$ cat src/rtl/aia_sync_pkg.sv
// Shared types for the AIA interrupt-input conditioner.
package aia_sync_pkg;

  // Per-channel interpretation of the debounced line.
  typedef enum logic [1:0] {
    LVL_HI    = 2'd0,
    LVL_LO    = 2'd1,
    EDGE_RISE = 2'd2,
    EDGE_FALL = 2'd3
  } src_mode_e;

  // Edge modes keep a sticky pending bit; level modes mirror the request.
  function automatic logic is_edge_mode(src_mode_e m);
    return m[1];
  endfunction

endpackage

$ cat src/rtl/aia_irq_cond_chan.sv
// One interrupt input channel: synchronizer chain, consecutive-sample
// debounce, edge history, source-mode mux and pending bit.
module aia_irq_cond_chan
  import aia_sync_pkg::*;
#(
  parameter int unsigned NrLevels       = 2,
  parameter int unsigned DebounceCycles = 4,
  parameter int unsigned CntW           = $clog2(DebounceCycles + 1)
) (
  input  logic      i_clk,
  input  logic      i_rst,
  input  logic      data_i,
  input  src_mode_e mode_i,
  input  logic      clr_i,
  output logic      level_o,
  output logic      irq_o,
  output logic      pending_o
);

  localparam logic [CntW-1:0] CntMax = CntW'(DebounceCycles - 1);

  logic [NrLevels-1:0] sync_q;
  logic                synced;
  logic                stable_q, stable_d;
  logic                stable_hist_q;
  logic [CntW-1:0]     cnt_q, cnt_d;
  logic                pending_q, pending_d;
  logic                edge_cls_q;
  logic                edge_now;
  logic                rise, fall;
  logic                irq;

  assign synced   = sync_q[NrLevels-1];
  assign edge_now = is_edge_mode(mode_i);
  assign rise     = stable_q & ~stable_hist_q;
  assign fall     = ~stable_q & stable_hist_q;

  // Synchronizer shift chain; a depth of one is still a real flop.
  always_ff @(posedge i_clk) begin
    if (i_rst) begin
      sync_q <= '0;
    end else begin
      sync_q[0] <= data_i;
      for (int k = 1; k < NrLevels; k++) sync_q[k] <= sync_q[k-1];
    end
  end

  // Debounce: accept a new value only after DebounceCycles consecutive
  // differing samples; any agreeing sample restarts the count.
  always_comb begin
    stable_d = stable_q;
    cnt_d    = '0;
    if (synced != stable_q) begin
      if (cnt_q == CntMax) begin
        stable_d = synced;
      end else begin
        cnt_d = cnt_q + 1'b1;
      end
    end
  end

  // Source-mode interpretation of the debounced line.
  always_comb begin
    irq = 1'b0;
    case (mode_i)
      LVL_HI:    irq = stable_q;
      LVL_LO:    irq = ~stable_q;
      EDGE_RISE: irq = rise;
      EDGE_FALL: irq = fall;
      default:   irq = 1'b0;
    endcase
  end

  // Pending: mirrors the request in level modes; sticky with set-over-clear
  // in edge modes. Crossing between mode classes drops stale pending state.
  always_comb begin
    pending_d = pending_q;
    if (!edge_now || (edge_now != edge_cls_q)) begin
      pending_d = irq;
    end else if (irq) begin
      pending_d = 1'b1;
    end else if (clr_i) begin
      pending_d = 1'b0;
    end
  end

  // State registers for debounce, history, pending and mode class.
  always_ff @(posedge i_clk) begin
    if (i_rst) begin
      stable_q      <= 1'b0;
      stable_hist_q <= 1'b0;
      cnt_q         <= '0;
      pending_q     <= 1'b0;
      edge_cls_q    <= 1'b0;
    end else begin
      stable_q      <= stable_d;
      stable_hist_q <= stable_q;
      cnt_q         <= cnt_d;
      pending_q     <= pending_d;
      edge_cls_q    <= edge_now;
    end
  end

  assign level_o   = stable_q;
  assign irq_o     = irq;
  assign pending_o = pending_q;

endmodule

$ cat src/rtl/aia_irq_input_conditioner.sv
// Array of independent interrupt input channels feeding the AIA gateways.
module aia_irq_input_conditioner
  import aia_sync_pkg::*;
#(
  parameter int unsigned NrChannels     = 32,
  parameter int unsigned NrLevels       = 2,
  parameter int unsigned DebounceCycles = 4
) (
  input  logic                       i_clk,
  input  logic                       i_rst,
  input  logic [NrChannels-1:0]      data_i,
  input  logic [NrChannels-1:0][1:0] mode_i,
  input  logic [NrChannels-1:0]      clr_i,
  output logic [NrChannels-1:0]      level_o,
  output logic [NrChannels-1:0]      irq_o,
  output logic [NrChannels-1:0]      pending_o
);

  localparam int unsigned CntW = $clog2(DebounceCycles + 1);

  // One conditioner per channel; no logic at this level.
  for (genvar g = 0; g < NrChannels; g++) begin : g_chan
    aia_irq_cond_chan #(
      .NrLevels       (NrLevels),
      .DebounceCycles (DebounceCycles),
      .CntW           (CntW)
    ) u_chan (
      .i_clk     (i_clk),
      .i_rst     (i_rst),
      .data_i    (data_i[g]),
      .mode_i    (src_mode_e'(mode_i[g])),
      .clr_i     (clr_i[g]),
      .level_o   (level_o[g]),
      .irq_o     (irq_o[g]),
      .pending_o (pending_o[g])
    );
  end

endmodule

$ cat config.mk
export PLATFORM = sky130hd
export DESIGN_NAME = aia_irq_input_conditioner
export DESIGN_NICKNAME = d
export VERILOG_FILES = /design/src/rtl/aia_sync_pkg.sv /design/src/rtl/aia_irq_cond_chan.sv /design/src/rtl/aia_irq_input_conditioner.sv
export SDC_FILE = /design/constraint.sdc
export NUM_CORES = 1
export LEC_CHECK = 0
export BUFFER_PORTS_ARGS = -buffer_cell sky130_fd_sc_hd__buf_2
export CAP_MARGIN = 15
export CORE_MARGIN = 5
export CORE_UTILIZATION = 49
export DETAILED_ROUTE_END_ITERATION = 10
export PLACE_DENSITY = 0.84
export SLEW_MARGIN = 15
export SYNTH_ARGS = -nofsm -noshare
export SYNTH_HDL_FRONTEND = slang
export SYNTH_HIERARCHICAL = 1
export SYNTH_SLANG_ARGS = --single-unit
export TNS_END_PERCENT = 5
$ cat constraint.sdc
create_clock -name i_clk -period 1.4 [get_ports i_clk]
set_clock_uncertainty 0.2 [all_clocks]
set_input_delay 0 -clock i_clk [delete_from_list [all_inputs] [get_ports i_clk]]
set_output_delay 0 -clock i_clk [all_outputs]
set_load 0.05 [all_outputs]
==> flow_summary.ini, run 1 <==
[synthesis]
yosysUniqueCellTypes = 15
synth_common_cells = 288 x dfxtp_1, 128 x nor2b_1, 96 x nor2_2
syn_nets = 1186
ys_seq_elements = 288
ys_async_sr_fraction = 0
synth_edf_count = 0
ys_top_cells_by_area = dfxtp_1 54%, ha_1 7.5%, nor2b_1 7.5%
syn_area_per_cell_um2 = 10.7
ys_warn_count = 6
yosysTopAreaCellShare = 0.543
yosys.area.top_type = dfxtp_1
synthCells = 992
synth_top_flop_cell = dfxtp_1
syn_area_mm2 = 0.0106
yosysSeqAreaShare = 0.543
synth.most_common_cell = dfxtp_1

[pwr]
power_density_mw_per_mm2 = 1050
finalPower_uw = 17900
irDropWorstVdd_uv = 1450
p_sw_uw = 4330
power_frac_seq = 0.474
combPwrFrac = 0.114
intPower_uw = 13600
clock_power_share = 0.412
swShare = 0.242
leakage_uw = 0.00717

[setup_path]
reg2reg_from = g_chan[12].u_chan/level_o
path_max_fanout = 2
crit_required_ps = 1200
reg2reg_to = g_chan[12].u_chan/cnt_q[0]
r2r_slack_ps = -200
arrival_ps = 1480
startpoint_type = flop
ff2ff_path_depth = 5
path_class = flop to output pin
end_kind = output pin

[drt]
avgRoutedWirePerCell_um = 20.6
wl_met3_mm = 2.19
drt_iter0_markers = 570
wirelength_mm = 38.6
ant_nets = 0
wl_met1_mm = 13.5
drtPass1Iterations = 5
viasPerCell = 5.19
wl_met2_mm = 21.0
top_layer = met5
drc = 0
num_vias = 9729

[finish]
fillers = 1028
areaGrowthSynthToFinish_pct = 60.9
fin_nets = 1777
drive_gt1_frac = 0.414
fin_area_mm2 = 0.0171
multi_input_area_mm2 = 0.00511
regArea_mm2 = 0.00589

[timing]
worst_slack_ps = -282
setup_viol = 129
hold_slack_ps = -6.19
min_period_ps = 1680
slew_headroom = 0.460
fmax_mhz = 595
finalMaxSlewViolations = 0
hold_viol = 3
post-route-period-util = 1.20
rsz0062_at_grt = true
worst_pin_slew_ps = 810

[clock_network]
insertion_delay_ps = 530
cts_tree = built
cts-htree-levels = 1
cts-root-buf = clkbuf_16
numCtsBuffers = 29
clk_pin_slew_worst_paths_ps = 60
cts_buffer_depth = 3
cts.sinks = 288

[floorplan]
fp.dieH_um = 157
rows = 53
die_x_um = 157
core_mm2 = 0.0212
fp.dieArea_mm2 = 0.0247
start_util = 0.502
num_io_pins = 226

[placed_design]
finalWeightedCongestion = 0.799
placed_cell_area_mm2 = 0.0128
io_buffers = 225
place_ws_ps = -63.7
dpl.hpwl_mm = 14.6

[outcome]
failed_checks = negative hold slack, negative setup slack
status = finished, violations left

[grt]
antenna_found_initial = 2
grt_pass1_wl_mm = 50.8
grt_start_max_net_pins = 21
grtUsageTotal = 0.253
grt-ovfl-total = 0
grt_pass1_vias = 10300

[min_path]
hold_depth = 5
worstHoldStart = i_rst
min_to = g_chan[10].u_chan/level_o
worstHoldPathType = primary input to flop

[flow_run]
maxCapViolCount = 0
## cell families (layout without fill, tap and decap cells)
group	Yosys count	count (layout)	synth area share
xor+xnor	32	32	0.0264
mux	32	32	0.0302
simple gates	448	448	0.268
fa+ha+maj	64	64	0.0755
other cells	0	1	0
buf+inv	64	672	0.0226
compound gates	64	64	0.0340
flops	288	288	0.543
## power by group through the flow
stage	logic [µW]	clock network [µW]	registers, µW
finish	2050	7390	8490
detailed placement	1210	0	8660
global placement	1180	0	8650
CTS	1780	7340	8470
floorplan	523	0	8790
global route	2140	7780	8500
## registers in the layout (all words and copies together) (netlist names)
register	cells
g_chan.u_chan/cnt_q	96
g_chan.u_chan/level_o	32
g_chan.u_chan/edge_cls_q	32
g_chan.u_chan/sync_q	64
g_chan.u_chan/pending_o	32
g_chan.u_chan/stable_hist_q	32
## per-stage QoR
stage               utilization  setup TNS, ps  std cells
floorplan                     -           -133        992
global placement          0.604           -301       1574
detailed placement        0.604          -2700       1574
CTS                       0.771          -6400       1847
global route              0.807         -17440       1876
finish                    0.807         -14060       1876
## per-layer routing
| metal | up-vias | global-route usage |
|---|---|---|
| met3 | 161 | 0.0487 |
| li1 | 4481 | - |
| met5 | - | 0 |
| met1 | 4671 | 0.255 |
| met4 | 2 | 0.0934 |
| met2 | 414 | 0.510 |
## worst max-delay path by stage
stage	start	to	slack, ps	depth (start not counted)
2_1_floorplan	g_chan[11].u_chan/cnt_q[0]	g_chan[11].u_chan/cnt_q[0]	-1	4
3_3_place_gp	g_chan[5].u_chan/cnt_q[0]	g_chan[5].u_chan/cnt_q[0]	-10	4
3_5_place_dp	g_chan[28].u_chan/cnt_q[0]	g_chan[28].u_chan/cnt_q[2]	-60	4
4_1_cts	g_chan[4].u_chan/stable_hist_q	irq_o[4]	-150	4
5_1_grt	g_chan[25].u_chan/stable_hist_q	irq_o[25]	-340	4
6_report	g_chan[25].u_chan/stable_hist_q	irq_o[25]	-280	4
## placed cells by master (no fill, tap or decap), drive strengths merged, types with 54 or more instances in the layout
cell         instances
buf                322
dfxtp              288
dlygate4sd3        224
nor2b              128
nor2               128
inv                 64
nand2               64
ha                  64
clkbuf              54
## repair_timing
action | CTS | global route
hold endpoints to repair | 288 | 5
resized for setup | 148 | 134
buffers inserted | 18 | 11
pin swaps | 48 | 37
hold buffers | 207 | 21
setup endpoints to repair | 153 | 188
## critical path, cell delays in order, from the launching register on
cell      delay, ps
dfxtp_2         360
nand2b_1        130
nand3b_1        150
nand2_1         140
buf_6           170
## layout make-up
cell class / instances / area share
tap: 275 / 0.0202
multi-input combinational: 640 / 0.299
antenna: 1 / 0.000147
sequential: 288 / 0.345
clock inverter: 6 / 0.00322
clock buffer: 42 / 0.0483
timing repair buffer: 560 / 0.270
inverter: 64 / 0.0141
Note: power is estimated with default switching activity, not from simulation.
==> run 2: changes to the inputs <==
CORE_ASPECT_RATIO = 0.7   (was default)
==> run 2 against run 1 <==
  * The flow finishes with violations (negative setup slack)
  * Worst hold slack improved by 6.4 ps
  * Core utilization decreased by 1.9 points
  * Clock power increased by 7.4%
  * Non-clock buffer count decreased by 9
  * Critical path depth increased by 2
  * First-iteration DRC count increased by 0.35%
  * Design area decreased by 0.69%
  * Final cell count unchanged
  * Via count increased by 2.5%
  * Flip-flop and latch count unchanged
  * Critical path type is now primary input to flop
  * Largest power group unchanged
  * Highest routed layer is now met4
==> flow_summary.ini, run 2 (synthesized netlist as in run 1, its figures left out) <==
[outcome]
status = finished, violations left
failed_checks = negative setup slack

[setup_path]
end_kind = flop
critical-path-top-delay-family = buffers and inverters
crit_required_ps = 1650
cpPeakStageDelay_ps = 840
path_class = primary input to flop
reg2reg_from = g_chan[12].u_chan/level_o
reg2reg_to = g_chan[12].u_chan/cnt_q[1]
cp_num_buf_inv = 4
arrival_ps = 1940
critPathSlowestCell = dlygate4sd3_1
r2r_slack_ps = -170
ff2ff_path_depth = 5
path_max_fanout = 15
crit_top_cell = buf_12
path_cells = buf_6, buf_12, buf_12, dlygate4sd3_1, or3_4, nor2_2
startpoint_type = primary input

[grt]
grt-ovfl-total = 0
antenna_found_initial = 1
grtUsageTotal = 0.246
grt_start_max_net_pins = 40
grt_pass1_wl_mm = 49.9
grt_pass1_vias = 10200

[finish]
largest_reg_flops = 96
reg_top3 = g_chan.u_chan/cnt_q (96), g_chan.u_chan/sync_q (64)
fin_nets = 1767
fillers = 1118
layout_common_cells = 222 x dlygate4sd3_1, 217 x dfxtp_1, 156 x buf_2
areaGrowthSynthToFinish_pct = 59.8
drive_gt1_frac = 0.413
regMostFlops = g_chan.u_chan/cnt_q
mostFrequentLayoutCell = dlygate4sd3_1
fin_area_mm2 = 0.0170
finalNonFillerCells = 1876

[timing]
rsz0062_at_grt = true
worst_slack_ps = -293
finalMaxSlewViolations = 0
fmax_mhz = 591
fin_tns_setup_ps = -20170
min_period_ps = 1690
slew_headroom = 0.498
worst_pin_slew_ps = 751
post-route-period-util = 1.21
setup_viol = 126
hold_viol = 0

[clock_network]
cts_buffer_depth = 3
clk_pin_slew_worst_paths_ps = 70
cts-htree-levels = 1
cts.sinks = 288
numCtsBuffers = 28
insertion_delay_ps = 540
cts_tree = built
cts-root-buf = clkbuf_16

[drt]
drtPass1Iterations = 5
avgRoutedWirePerCell_um = 20.4
drt_iter0_markers = 572
num_vias = 9977
drc = 0
wirelength_mm = 38.3
viasPerCell = 5.32
ant_nets = 0

[min_path]
worstHoldStart = i_rst
hold_depth = 5
min_to = g_chan[8].u_chan/stable_hist_q
worstHoldPathType = primary input to flop

[floorplan]
die_x_um = 186
rows = 45
fp.dieArea_mm2 = 0.0247
core_mm2 = 0.0215
fp.dieH_um = 133
start_util = 0.493
num_io_pins = 226

[flow_run]
maxCapViolCount = 0

[placed_design]
place_ws_ps = -67.1
dp.cells = 1577
dpl.hpwl_mm = 15.0
io_buffers = 225
placed_cell_area_mm2 = 0.0128
finalWeightedCongestion = 0.800

[pwr]
leakage_uw = 0.00720
power_density_mw_per_mm2 = 1090
irDropWorstVdd_uv = 942
-- run 2: what timing repair did --
item	4_1_cts	5_1_grt
setup endpoints to repair	160	168
hold endpoints to repair	277	31
pin swaps	37	23
resized for setup	147	118
buffers inserted	16	7
hold buffers	205	20
-- run 2: layout make-up --
type | count | area, µm² | share of cell area
clock inverters | 10 | 109 | 0.00642
clock buffers | 40 | 867 | 0.0511
flip-flops and latches | 288 | 5890 | 0.348
inverters | 64 | 240 | 0.0142
diodes | 1 | 2.50 | 0.000148
well taps | 282 | 353 | 0.0208
repair buffers | 551 | 4550 | 0.268
multi-input cells | 640 | 4940 | 0.291
-- run 2: worst max-delay path by stage --
| stage | slack, ps | startpoint | cells after the start | end |
|---|---|---|---|---|
| 2_1_floorplan | -1 | g_chan[11].u_chan/cnt_q[0] | 4 | g_chan[11].u_chan/cnt_q[0] |
| 3_3_place_gp | -30 | g_chan[24].u_chan/cnt_q[0] | 4 | g_chan[24].u_chan/cnt_q[0] |
| 3_5_place_dp | -70 | g_chan[1].u_chan/cnt_q[0] | 4 | g_chan[1].u_chan/cnt_q[0] |
| 4_1_cts | -170 | g_chan[11].u_chan/level_o | 3 | irq_o[11] |
| 5_1_grt | -320 | i_rst | 6 | g_chan[19].u_chan/cnt_q[1] |
| 6_report | -290 | i_rst | 6 | g_chan[19].u_chan/cnt_q[1] |
-- run 2: routing by layer --
layer,track usage,vias up,share of wire
met5,0,-,0
met4,0.109,0,0.061
met3,0.0480,196,0.079
met2,0.468,577,0.51
met1,0.261,4743,0.35
li1,-,4461,-
-- run 2: power by group --
group | leakage (µW) | switching [µW] | internal [µW]
clock | 0.000488 | 3270 | 4670
sequential | 0.00239 | 116 | 8370
combinational | 0.00432 | 1040 | 982
total | 0.00720 | 4430 | 14000
-- run 2: tightest hold or removal path, delay by kind of cell --
| kind | cells | cell delay, ps |
|---|---|---|
| buf+inv | 4 | 600 |
| simple gates | 1 | 100 |
-- run 2: per-stage QoR --
step | hold slack [ps] | total power, µW | util
floorplan | -135 | 9310 | -
global placement | 9.79 | 9830 | 0.593
detailed placement | 11.7 | 9860 | 0.593
CTS | -514 | 18100 | 0.759
global route | 9.37 | 18900 | 0.788
finish | 0.213 | 18400 | 0.788
